File: config.mk
export PLATFORM = sky130hd
export DESIGN_NAME = branch_predictor
export DESIGN_NICKNAME = d
export VERILOG_FILES = /design/src/rtl/branch_predictor_pkg.sv /design/src/rtl/btb_entry_array.sv /design/src/rtl/branch_predictor.sv
export SDC_FILE = /design/constraint.sdc
export NUM_CORES = 2
export LEC_CHECK = 0
export BUFFER_PORTS_ARGS = -buffer_cell sky130_fd_sc_hd__buf_2
export CAP_MARGIN = 20
export CORE_MARGIN = 5
export CORE_UTILIZATION = 63
export CTS_BUF_LIST = sky130_fd_sc_hd__clkbuf_4 sky130_fd_sc_hd__clkbuf_8
export CTS_CLUSTER_DIAMETER = 200
export CTS_CLUSTER_SIZE = 14
export DETAILED_ROUTE_END_ITERATION = 10
export GPL_TIMING_DRIVEN = 0
export PLACE_DENSITY = 0.84
export SLEW_MARGIN = 30
export SYNTH_ARGS = -nofsm -noshare
export SYNTH_HDL_FRONTEND = slang
export SYNTH_SLANG_ARGS = --single-unit
export TNS_END_PERCENT = 5
File: constraint.sdc
create_clock -name clk -period 6.5 [get_ports clk]
set_input_delay 0.975 -clock clk [delete_from_list [all_inputs] [get_ports clk]]
set_output_delay 0.975 -clock clk [all_outputs]
set_load 0.03 [all_outputs]
File: src/rtl/branch_predictor_pkg.sv
`default_nettype none
// ----------------------------------------------------------------------------
// Module  : branch_predictor_pkg
// Purpose : Shared 2-bit counter type, counter encodings and update helper
//           for the fetch-side branch predictor.
// Rev     : 1.0 - initial release
// ----------------------------------------------------------------------------
package branch_predictor_pkg;

  typedef logic [1:0] ctr_t;

  localparam ctr_t STRONG_NT = 2'b00;
  localparam ctr_t WEAK_NT   = 2'b01;
  localparam ctr_t WEAK_T    = 2'b10;
  localparam ctr_t STRONG_T  = 2'b11;

  // Saturating step of a 2-bit counter toward the observed outcome.
  function automatic ctr_t sat_update(input ctr_t ctr, input logic taken);
    ctr_t nxt;
    if (taken) begin
      nxt = (ctr == STRONG_T) ? STRONG_T : ctr_t'(ctr + 2'b01);
    end else begin
      nxt = (ctr == STRONG_NT) ? STRONG_NT : ctr_t'(ctr - 2'b01);
    end
    return nxt;
  endfunction

endpackage
`default_nettype wire

File: src/rtl/btb_entry_array.sv
`default_nettype none
// ----------------------------------------------------------------------------
// Module  : btb_entry_array
// Purpose : Direct-mapped storage of valid/tag/target/counter per entry.
//           One combinational read port for fetch lookup and one
//           synchronous read-modify-write port that applies the training
//           policy for a resolved branch.
// Rev     : 1.0 - initial release
// ----------------------------------------------------------------------------
module btb_entry_array
  import branch_predictor_pkg::*;
#(
  parameter int DATA_WIDTH = 32,
  parameter int ENTRIES    = 16,
  parameter int INDEX_BITS = $clog2(ENTRIES),
  parameter int TAG_BITS   = DATA_WIDTH - INDEX_BITS - 2
) (
  input  logic                  clk,
  input  logic                  rst,
  // lookup port
  input  logic [INDEX_BITS-1:0] rd_idx,
  output logic                  rd_valid,
  output logic [TAG_BITS-1:0]   rd_tag,
  output logic [DATA_WIDTH-1:0] rd_target,
  output logic                  rd_ctr_taken,
  // training port
  input  logic                  wr_en,
  input  logic [INDEX_BITS-1:0] wr_idx,
  input  logic [TAG_BITS-1:0]   wr_tag,
  input  logic [DATA_WIDTH-1:0] wr_target,
  input  logic                  wr_taken,
  input  logic                  wr_is_jump
);

  logic                  r_valid  [ENTRIES];
  ctr_t                  r_ctr    [ENTRIES];
  logic [TAG_BITS-1:0]   r_tag    [ENTRIES];
  logic [DATA_WIDTH-1:0] r_target [ENTRIES];

  logic w_wr_hit;
  logic w_alloc;

  // Combinational read of the indexed entry; only the counter MSB matters.
  always_comb begin
    rd_valid     = r_valid[rd_idx];
    rd_tag       = r_tag[rd_idx];
    rd_target    = r_target[rd_idx];
    rd_ctr_taken = r_ctr[rd_idx][1];
  end

  // Classify the training access: train an existing entry or allocate one.
  always_comb begin
    w_wr_hit = r_valid[wr_idx] && (r_tag[wr_idx] == wr_tag);
    w_alloc  = wr_en && !w_wr_hit && wr_taken;
  end

  // Valid bits and counters: cleared by reset, trained on resolved branches.
  always_ff @(posedge clk) begin
    if (rst) begin
      for (int i = 0; i < ENTRIES; i++) begin
        r_valid[i] <= 1'b0;
        r_ctr[i]   <= WEAK_NT;
      end
    end else if (wr_en) begin
      if (w_wr_hit) begin
        r_ctr[wr_idx] <= wr_is_jump ? STRONG_T : sat_update(r_ctr[wr_idx], wr_taken);
      end else if (w_alloc) begin
        r_valid[wr_idx] <= 1'b1;
        r_ctr[wr_idx]   <= wr_is_jump ? STRONG_T : WEAK_T;
      end
    end
  end

  // Tags and targets carry no reset; they are qualified by the valid bit.
  always_ff @(posedge clk) begin
    if (!rst && wr_en) begin
      if (w_alloc) begin
        r_tag[wr_idx]    <= wr_tag;
        r_target[wr_idx] <= wr_target;
      end else if (w_wr_hit && wr_taken) begin
        r_target[wr_idx] <= wr_target;
      end
    end
  end

endmodule
`default_nettype wire

File: src/rtl/branch_predictor.sv
`default_nettype none
// ----------------------------------------------------------------------------
// Module  : branch_predictor
// Purpose : Fetch-side next-PC predictor (2-bit BHT + tagged BTB), trained
//           by execute-stage branch resolution. Generates the mispredict
//           flush/redirect and keeps saturating resolution statistics.
// Rev     : 1.0 - initial release
// ----------------------------------------------------------------------------
module branch_predictor
  import branch_predictor_pkg::*;
#(
  parameter int DATA_WIDTH = 32,
  parameter int ENTRIES    = 16,
  parameter int INDEX_BITS = $clog2(ENTRIES)
) (
  input  logic                  clk,
  input  logic                  rst,
  input  logic [DATA_WIDTH-1:0] pc_f,
  output logic                  pred_taken_f,
  output logic [DATA_WIDTH-1:0] pred_target_f,
  input  logic                  update_en,
  input  logic                  update_is_jump,
  input  logic [DATA_WIDTH-1:0] update_pc,
  input  logic                  update_taken,
  input  logic [DATA_WIDTH-1:0] update_target,
  input  logic                  pred_taken_e,
  input  logic [DATA_WIDTH-1:0] pred_target_e,
  output logic                  mispredict,
  output logic [DATA_WIDTH-1:0] redirect_pc,
  output logic [31:0]           branch_count,
  output logic [31:0]           mispredict_count
);

  localparam int TAG_BITS = DATA_WIDTH - INDEX_BITS - 2;

  logic [INDEX_BITS-1:0] w_idx_f;
  logic [TAG_BITS-1:0]   w_tag_f;
  logic [INDEX_BITS-1:0] w_idx_u;
  logic [TAG_BITS-1:0]   w_tag_u;
  logic                  w_rd_valid;
  logic [TAG_BITS-1:0]   w_rd_tag;
  logic [DATA_WIDTH-1:0] w_rd_target;
  logic                  w_rd_ctr_taken;
  logic                  w_hit_f;

  // Split both PCs into index and tag; pc[1:0] takes no part in lookup.
  always_comb begin
    w_idx_f = pc_f[INDEX_BITS+1:2];
    w_tag_f = pc_f[DATA_WIDTH-1:INDEX_BITS+2];
    w_idx_u = update_pc[INDEX_BITS+1:2];
    w_tag_u = update_pc[DATA_WIDTH-1:INDEX_BITS+2];
  end

  btb_entry_array #(
    .DATA_WIDTH (DATA_WIDTH),
    .ENTRIES    (ENTRIES),
    .INDEX_BITS (INDEX_BITS),
    .TAG_BITS   (TAG_BITS)
  ) u_array (
    .clk          (clk),
    .rst          (rst),
    .rd_idx       (w_idx_f),
    .rd_valid     (w_rd_valid),
    .rd_tag       (w_rd_tag),
    .rd_target    (w_rd_target),
    .rd_ctr_taken (w_rd_ctr_taken),
    .wr_en        (update_en),
    .wr_idx       (w_idx_u),
    .wr_tag       (w_tag_u),
    .wr_target    (update_target),
    .wr_taken     (update_taken),
    .wr_is_jump   (update_is_jump)
  );

  // Zero-latency prediction; forced not-taken while reset is held because
  // the table only clears at the reset edge.
  always_comb begin
    w_hit_f       = w_rd_valid && (w_rd_tag == w_tag_f);
    pred_taken_f  = !rst && w_hit_f && w_rd_ctr_taken;
    pred_target_f = pred_taken_f ? w_rd_target : pc_f + DATA_WIDTH'(4);
  end

  // Resolution check against what fetch predicted for this instruction.
  always_comb begin
    mispredict  = update_en && ((update_taken != pred_taken_e) ||
                                (update_taken && (update_target != pred_target_e)));
    redirect_pc = update_taken ? update_target : update_pc + DATA_WIDTH'(4);
  end

  // Saturating statistics; an update coincident with reset is not counted.
  always_ff @(posedge clk) begin
    if (rst) begin
      branch_count     <= '0;
      mispredict_count <= '0;
    end else begin
      if (update_en && (branch_count != 32'hFFFF_FFFF)) begin
        branch_count <= branch_count + 32'd1;
      end
      if (mispredict && (mispredict_count != 32'hFFFF_FFFF)) begin
        mispredict_count <= mispredict_count + 32'd1;
      end
    end
  end

endmodule
`default_nettype wire

Word-level counts from Yosys, hierarchy flattened --
Memories as Yosys holds them, arrays and structs flattened. Index checks and enable logic that the tools add are counted.
Word-level totals: bits of input ports 134, register bits 64, bits in writable memories 976, output and inout bits 130, memories 4, word-level logic and storage cells 74
Operators by class: reductions and logical operators 18, eq/ne operators 7, multiplexer cells 35, $add $sub $neg 6, bitwise operators 2
Memories:
- u_array.r_target | depth 16, width 32, read ports 1, clocked after memory_dff 0, write ports 1, line btb_entry_array.sv:38 | logic [DATA_WIDTH-1:0] r_target [ENTRIES];
- u_array.r_tag | depth 16, width 26, read ports 2, clocked after memory_dff 0, write ports 1, line btb_entry_array.sv:37 | logic [TAG_BITS-1:0] r_tag [ENTRIES];
- u_array.r_ctr | depth 16, width 2, read ports 2, clocked after memory_dff 0, write ports 16, line btb_entry_array.sv:36 | ctr_t r_ctr [ENTRIES];
- u_array.r_valid | depth 16, width 1, read ports 2, clocked after memory_dff 0, write ports 16, line btb_entry_array.sv:35 | logic r_valid [ENTRIES];
Operator list (number):
- 32-bit 2-to-1 mux | 3
- 32-bit by 1-bit adder with 32-bit output, second input constant | 2
- 32-bit by 3-bit adder with 32-bit output, second input constant | 2
- 32-bit != test, second input constant | 2
- 26-bit == test | 2
- 32-bit != test | 1
- 1-bit 2-to-1 mux | 21
- 2-bit 2-to-1 mux | 9
- 1-bit logical AND | 12
- 4-bit 2-to-1 mux | 2
- 2-bit by 1-bit adder with 2-bit output, second input constant | 1
- 2-bit == test, second input constant | 1
- 1-bit logical NOT | 2
- 2-bit logical NOT | 1
- 1-bit OR | 2
- 2-bit OR reduction | 1
- 2-bit by 1-bit subtractor with 2-bit output, second input constant | 1
- 1-bit logical OR | 1
- 1-bit != test | 1
- 1-bit OR reduction | 1

Longest topological paths before layout --
An unclocked memory read counts as a cell.
depth after elaboration 14, depth in mapped cells 14, mapped depth without buffers 9

Hierarchy --
From an unflattened synthesis, not the netlist that was laid out.
Second synthesis, totals: cell total of the unflattened synthesis 2650, area total of the unflattened synthesis 46842.4 µm²
By module, submodules not included:
- btb_entry_array | cells an instance 1904, area each 41377.2 µm², times used 1, sequential area each 29148.0 µm²
- branch_predictor | cells an instance 746, area each 5465.2 µm², times used 1, sequential area each 1281.2 µm²

Worst setup path after synthesis --
Ideal clock, no wire load.
path kind input -> output, start point input pc_f[2], end point output pred_target_f[2], path slack 1060 ps, buffers on the path 4, arrival 4465 ps, data required time 5525 ps, cell stages on the path 11, cell sequence buf_6 -> buf_6 -> buf_2 -> mux4_2 -> a211oi_1 -> mux2i_1 -> nand4_1 -> or4b_1 -> nor4_4 -> buf_6 -> mux2i_1
Between the ends: word-level cells in the longest chain between the ends 6, elaborated cells on any way between the ends 10, classes of those cells 1 x add/sub; 1 x eq/ne; 1 x mux; 3 x reduce/logical; 4 x memory
Ends and longest elaborated chain:
- start, declared | line branch_predictor.sv:18 | input logic [DATA_WIDTH-1:0] pc_f,
- memory 16 x 26 bit
- 26-bit == test | line branch_predictor.sv:78 | w_hit_f = w_rd_valid && (w_rd_tag == w_tag_f);
- 1-bit logical AND | line branch_predictor.sv:78
- 1-bit logical AND (2 in series) | line branch_predictor.sv:79 | pred_taken_f = !rst && w_hit_f && w_rd_ctr_taken;
- 32-bit 2-to-1 mux * | line branch_predictor.sv:80 | pred_target_f = pred_taken_f ? w_rd_target : pc_f + DATA_WIDTH'(4);
- end, declared | line branch_predictor.sv:20 | output logic [DATA_WIDTH-1:0] pred_target_f,
Mark *: on every way between the ends. The rest lies on a longest branch, timed or not.

Final worst setup path --
start point input pc_f[5], end point output pred_target_f[29]
Same word-level chain as after synthesis.

==> impl_metrics.ini <==
[placed_design]
place_hpwl_um = 101000
io_buffer_count = 251
dp_worst_setup_slack_ns = -1.24
place_congestion = 0.956

[sta]
max_freq_mhz = 153
max_slew.worst_pin.slew_ns = 1.11
final_hold_violation_count = 0
skew_ns = 0.0389
finalSetupViolCount = 2
period_share_pct = 100
rsz0062_at_grt = false
final.setup.worst_slack_ns = -0.0279
report.final.slew_viol_count = 0
finalSetupTns_ns = -0.0304
max-slew-margin-rel_pct = 26.1
layout_min_cycle_time_ns = 6.53

[synth]
yosys.cell_types.count = 65
synth-seq-cells = 1040
postSynth.topFlopCell = edfxtp_1
simple_logic_cell_fraction_of_the_synthesized_area_pct = 6.12
mappedNetlistArea_sq_um = 47300
synth_mux_area_share_pct = 20.7
synth_compound_gate_area_share_pct = 3.46
largest_area_contributor_in_the_synthesized_netlist = edfxtp_1
synth-edff-count = 960
yosysSeqAreaShare_pct = 64.3
count_of_mapped_cells_out_of_synthesis = 2749
synth_xor_xnor_area_share_pct = 3.22
post_synth_fa_ha_maj_area_fraction_pct = 0.185
synthArstFlopShare_pct = 0
synth_nets = 2890
largest_family_of_logic_cells_by_synthesized_area = multiplexers
ys.warnings.count = 0
synthTopCellsByArea = edfxtp_1 (61%), mux4_2 (17%), dfxtp_1 (3.4%), mux2i_1 (2.9%), xnor2_1 (2.0%)
netlist.area_leader.share_pct = 61.0
avgSynthCellArea_sq_um = 17.2

[die]
floorplan.rows = 100
die_area_sq_um = 80600
dieWidth_um = 284
fp.coreArea_sq_um = 74400
design.portCount = 264
die-height_um = 284
floorplan.initialDensity_pct = 63.5

[grt]
antenna_found_initial = 19
wire_length_of_the_first_global_routing_pass_um = 212000
grt_remaining_overflow = 0
pin_count_of_the_biggest_net_entering_global_routing = 33
grt.total_usage_pct = 36.7
grt_pass1_vias = 30700

[route]
drtPass1Iterations = 6
number_of_nets_with_antenna_violations_after_routing = 0
drc = 0
avgRoutedWirePerCell_um = 36.6
routed_wire_length_um = 150000
route.detailed.vias_per_inst = 7.54
routed-via-count = 31000
detailedRoute.firstIterationViolations = 5117

[status]
violations = setup timing
status = finished with violations

[worst_setup_path]
crit_arrival_ns = 5.55
critical_path.endpoint_type = output pin
crit_path_cell_trace = buf_1, clkdlybuf4s15_2, clkbuf_4, clkbuf_2, nand3_1, nor2_1, and2_1, nand3_1, nor3_2, nand3_1, xnor2_1, mux2_1, buf_2
critical_path.startpoint_type = primary input
critical_path_class = in -> out
highest_delay_cell_along_the_critical_path = clkdlybuf4s15_2
max_fanout_on_critical_path = 10
cpMostUsedCell = nand3_1
worst_path_largest_cell_delay_ns = 0.61
data_required_time_at_the_worst_endpoint_ns = 5.52
critical_path.top_delay_family = buffers and inverters
critPathBufInv = 5

[power]
power.static_leakage_nw = 17.0
vdd_drop_max_uv = 226
power_density_nw_per_um2 = 234

[finish]
syn_to_final_growth_pct = 9.73
final.fill_count = 4589
layout-drive-gt1-share_pct = 27.8
finalCoreUtilization_pct = 69.7
finish.net_count = 3244

[min_path]
hold_removal_path_class = reg -> reg

[cts]
cts_htree_levels = 3
tritoncts = built
clk_latency_ns = 0.76
worst_setup_hold_path_clk_slew_ns = 0.09
clk_root_buffer_cell = clkbuf_8
number_of_buffers_inserted_during_clock_tree_synthesis = 84
cts.sink_count = 1040
cts-root-to-sink-buffers = 3

[flow_run]
maxCapViolations = 0
## cell usage in the layout, fill, tap and decap left out, drive strengths merged, types with 14 or more instances in the layout
master and count:
nand2 119, xnor2 106, nand3 93, a21oi 25, xor2 68, buf 332
o21ai 78, nor3 39, edfxtp 960, diode 15, inv 28, a22o 14
and4 18, dfxtp 80, clkbuf 229, a22oi 29, nor2 76, or3 22
mux4 356, a32o 18, and2 32, nand4 34, nor2b 19, mux2 36
o211ai 14, and3 40, nor4 31, mux2i 138
## final cells by class
type                            instances  area (sq um)  share of cell area, %
Clock inverter                          6          67.6                  0.130
Buffer                                185           888                   1.71
Clock buffer                          109          1360                   2.61
Antenna cell                           15          37.5                 0.0723
Timing Repair Buffer                  269          1710                   3.30
Multi-Input combinational cell       1500         16100                   31.0
Sequential cell                      1040         30400                   58.6
Tap cell                              969          1210                   2.34
Inverter                               23          86.3                  0.166
## tightest hold or removal path: stages (launching register included)
cell     delay [ns]
dfxtp_1        0.34
o31ai_1        0.07
a21oi_1        0.06
## synthesized netlist by cell type (3+ instances only)
| cell type | instances |
|---|---|
| and3_1 | 40 |
| nand2b_1 | 4 |
| or3_1 | 22 |
| o2111ai_1 | 3 |
| nand2_1 | 119 |
| and4_1 | 18 |
| a21oi_1 | 25 |
| nor4b_1 | 5 |
| mux4_2 | 356 |
| nand4_1 | 34 |
| o31ai_1 | 5 |
| a2111oi_0 | 3 |
| mux2_2 | 7 |
| edfxtp_1 | 960 |
| o21a_1 | 4 |
| or4_1 | 8 |
| nand3_1 | 93 |
| buf_6 | 6 |
| buf_2 | 28 |
| a32o_1 | 18 |
| ha_1 | 7 |
| and2_1 | 31 |
| dfxtp_1 | 80 |
| xor2_1 | 68 |
| mux2i_1 | 138 |
| a211o_1 | 4 |
| nor4_1 | 30 |
| o21ai_0 | 78 |
| o211ai_1 | 14 |
| xnor2_1 | 106 |
| a21o_1 | 5 |
| mux2_1 | 29 |
| nor2b_1 | 19 |
| a221oi_1 | 8 |
| a31oi_1 | 6 |
| a22oi_1 | 29 |
| a211oi_1 | 7 |
| a22o_1 | 14 |
| nor2_1 | 76 |
| clkbuf_1 | 114 |
| nor3_1 | 39 |
| buf_1 | 24 |
| inv_1 | 23 |
| buf_4 | 14 |
## sequential cells by signal (all words and copies together), names as in the netlist
signal / flops
u_array.r_target: 512
u_array.r_ctr: 32
u_array.r_valid: 16
u_array.r_tag: 416
branch_count: 32
mispredict_count: 32
## worst paths after layout
path	startpoint	end	slack [ns]	depth (start not counted)
min	mispredict_count[26]$_SDFFE_PP0P_	mispredict_count[26]$_SDFFE_PP0P_	0.50	2
max reg2reg	u_array.r_tag[11][16]$_DFFE_PP_	u_array.r_tag[14][6]$_DFFE_PP_	1.97	10
min reg2reg	mispredict_count[26]$_SDFFE_PP0P_	mispredict_count[26]$_SDFFE_PP0P_	0.50	2
max	pc_f[5]	pred_target_f[29]	-0.03	13
## per-layer routing
metal | track usage, % | up-vias | wire length (um)
met5 | 0 | - | 166
met4 | 21.6 | 14 | 11600
met3 | 13.7 | 720 | 23300
met2 | 56.4 | 2996 | 68700
met1 | 45.0 | 15400 | 46700
li1 | - | 11900 | -
## kinds of logic (layout without fill, tap and decap cells)
family                     count (synthesis)  after routing
DFF                                     1040           1040
and+or+nand+nor                          550            550
muxes                                    530            530
AOI/OAI and AO/OA                        239            239
buffers and inverters                    209            592
xor gates and xnor gates                 174            174
adders and majority gates                  7              7
other                                      0             15
## timing repair
action                                  4_1_cts  5_1_grt
endpoints found under the setup margin       33       32
endpoints found under the hold margin         0        0
hold buffers                                  0        0
cloned                                        0        0
gates resized for setup                      18       16
pin swaps                                     1        0
setup buffers                                 1        0
## power by group
group | switching [mW] | internal, mW | total, mW | leakage [nW]
logic | 0.857 | 0.459 | 1.32 | 6.88
clock network | 2.12 | 1.36 | 3.48 | 0.758
registers | 0.0236 | 7.34 | 7.37 | 9.32
## stage by stage
stage / hold WS, ns / power (mW) / cells / area, sq um
floorplan: 0.456 / 8.24 / 2749 / 47300
global placement: 0.470 / 8.74 / 3969 / 49800
detailed placement: 0.482 / 8.78 / 3986 / 50300
CTS: 0.495 / 12.1 / 4102 / 51800
global route: 0.518 / 12.4 / 4112 / 51900
finish: 0.503 / 12.2 / 4116 / 51900
Note: power is estimated with default switching activity, not from simulation.
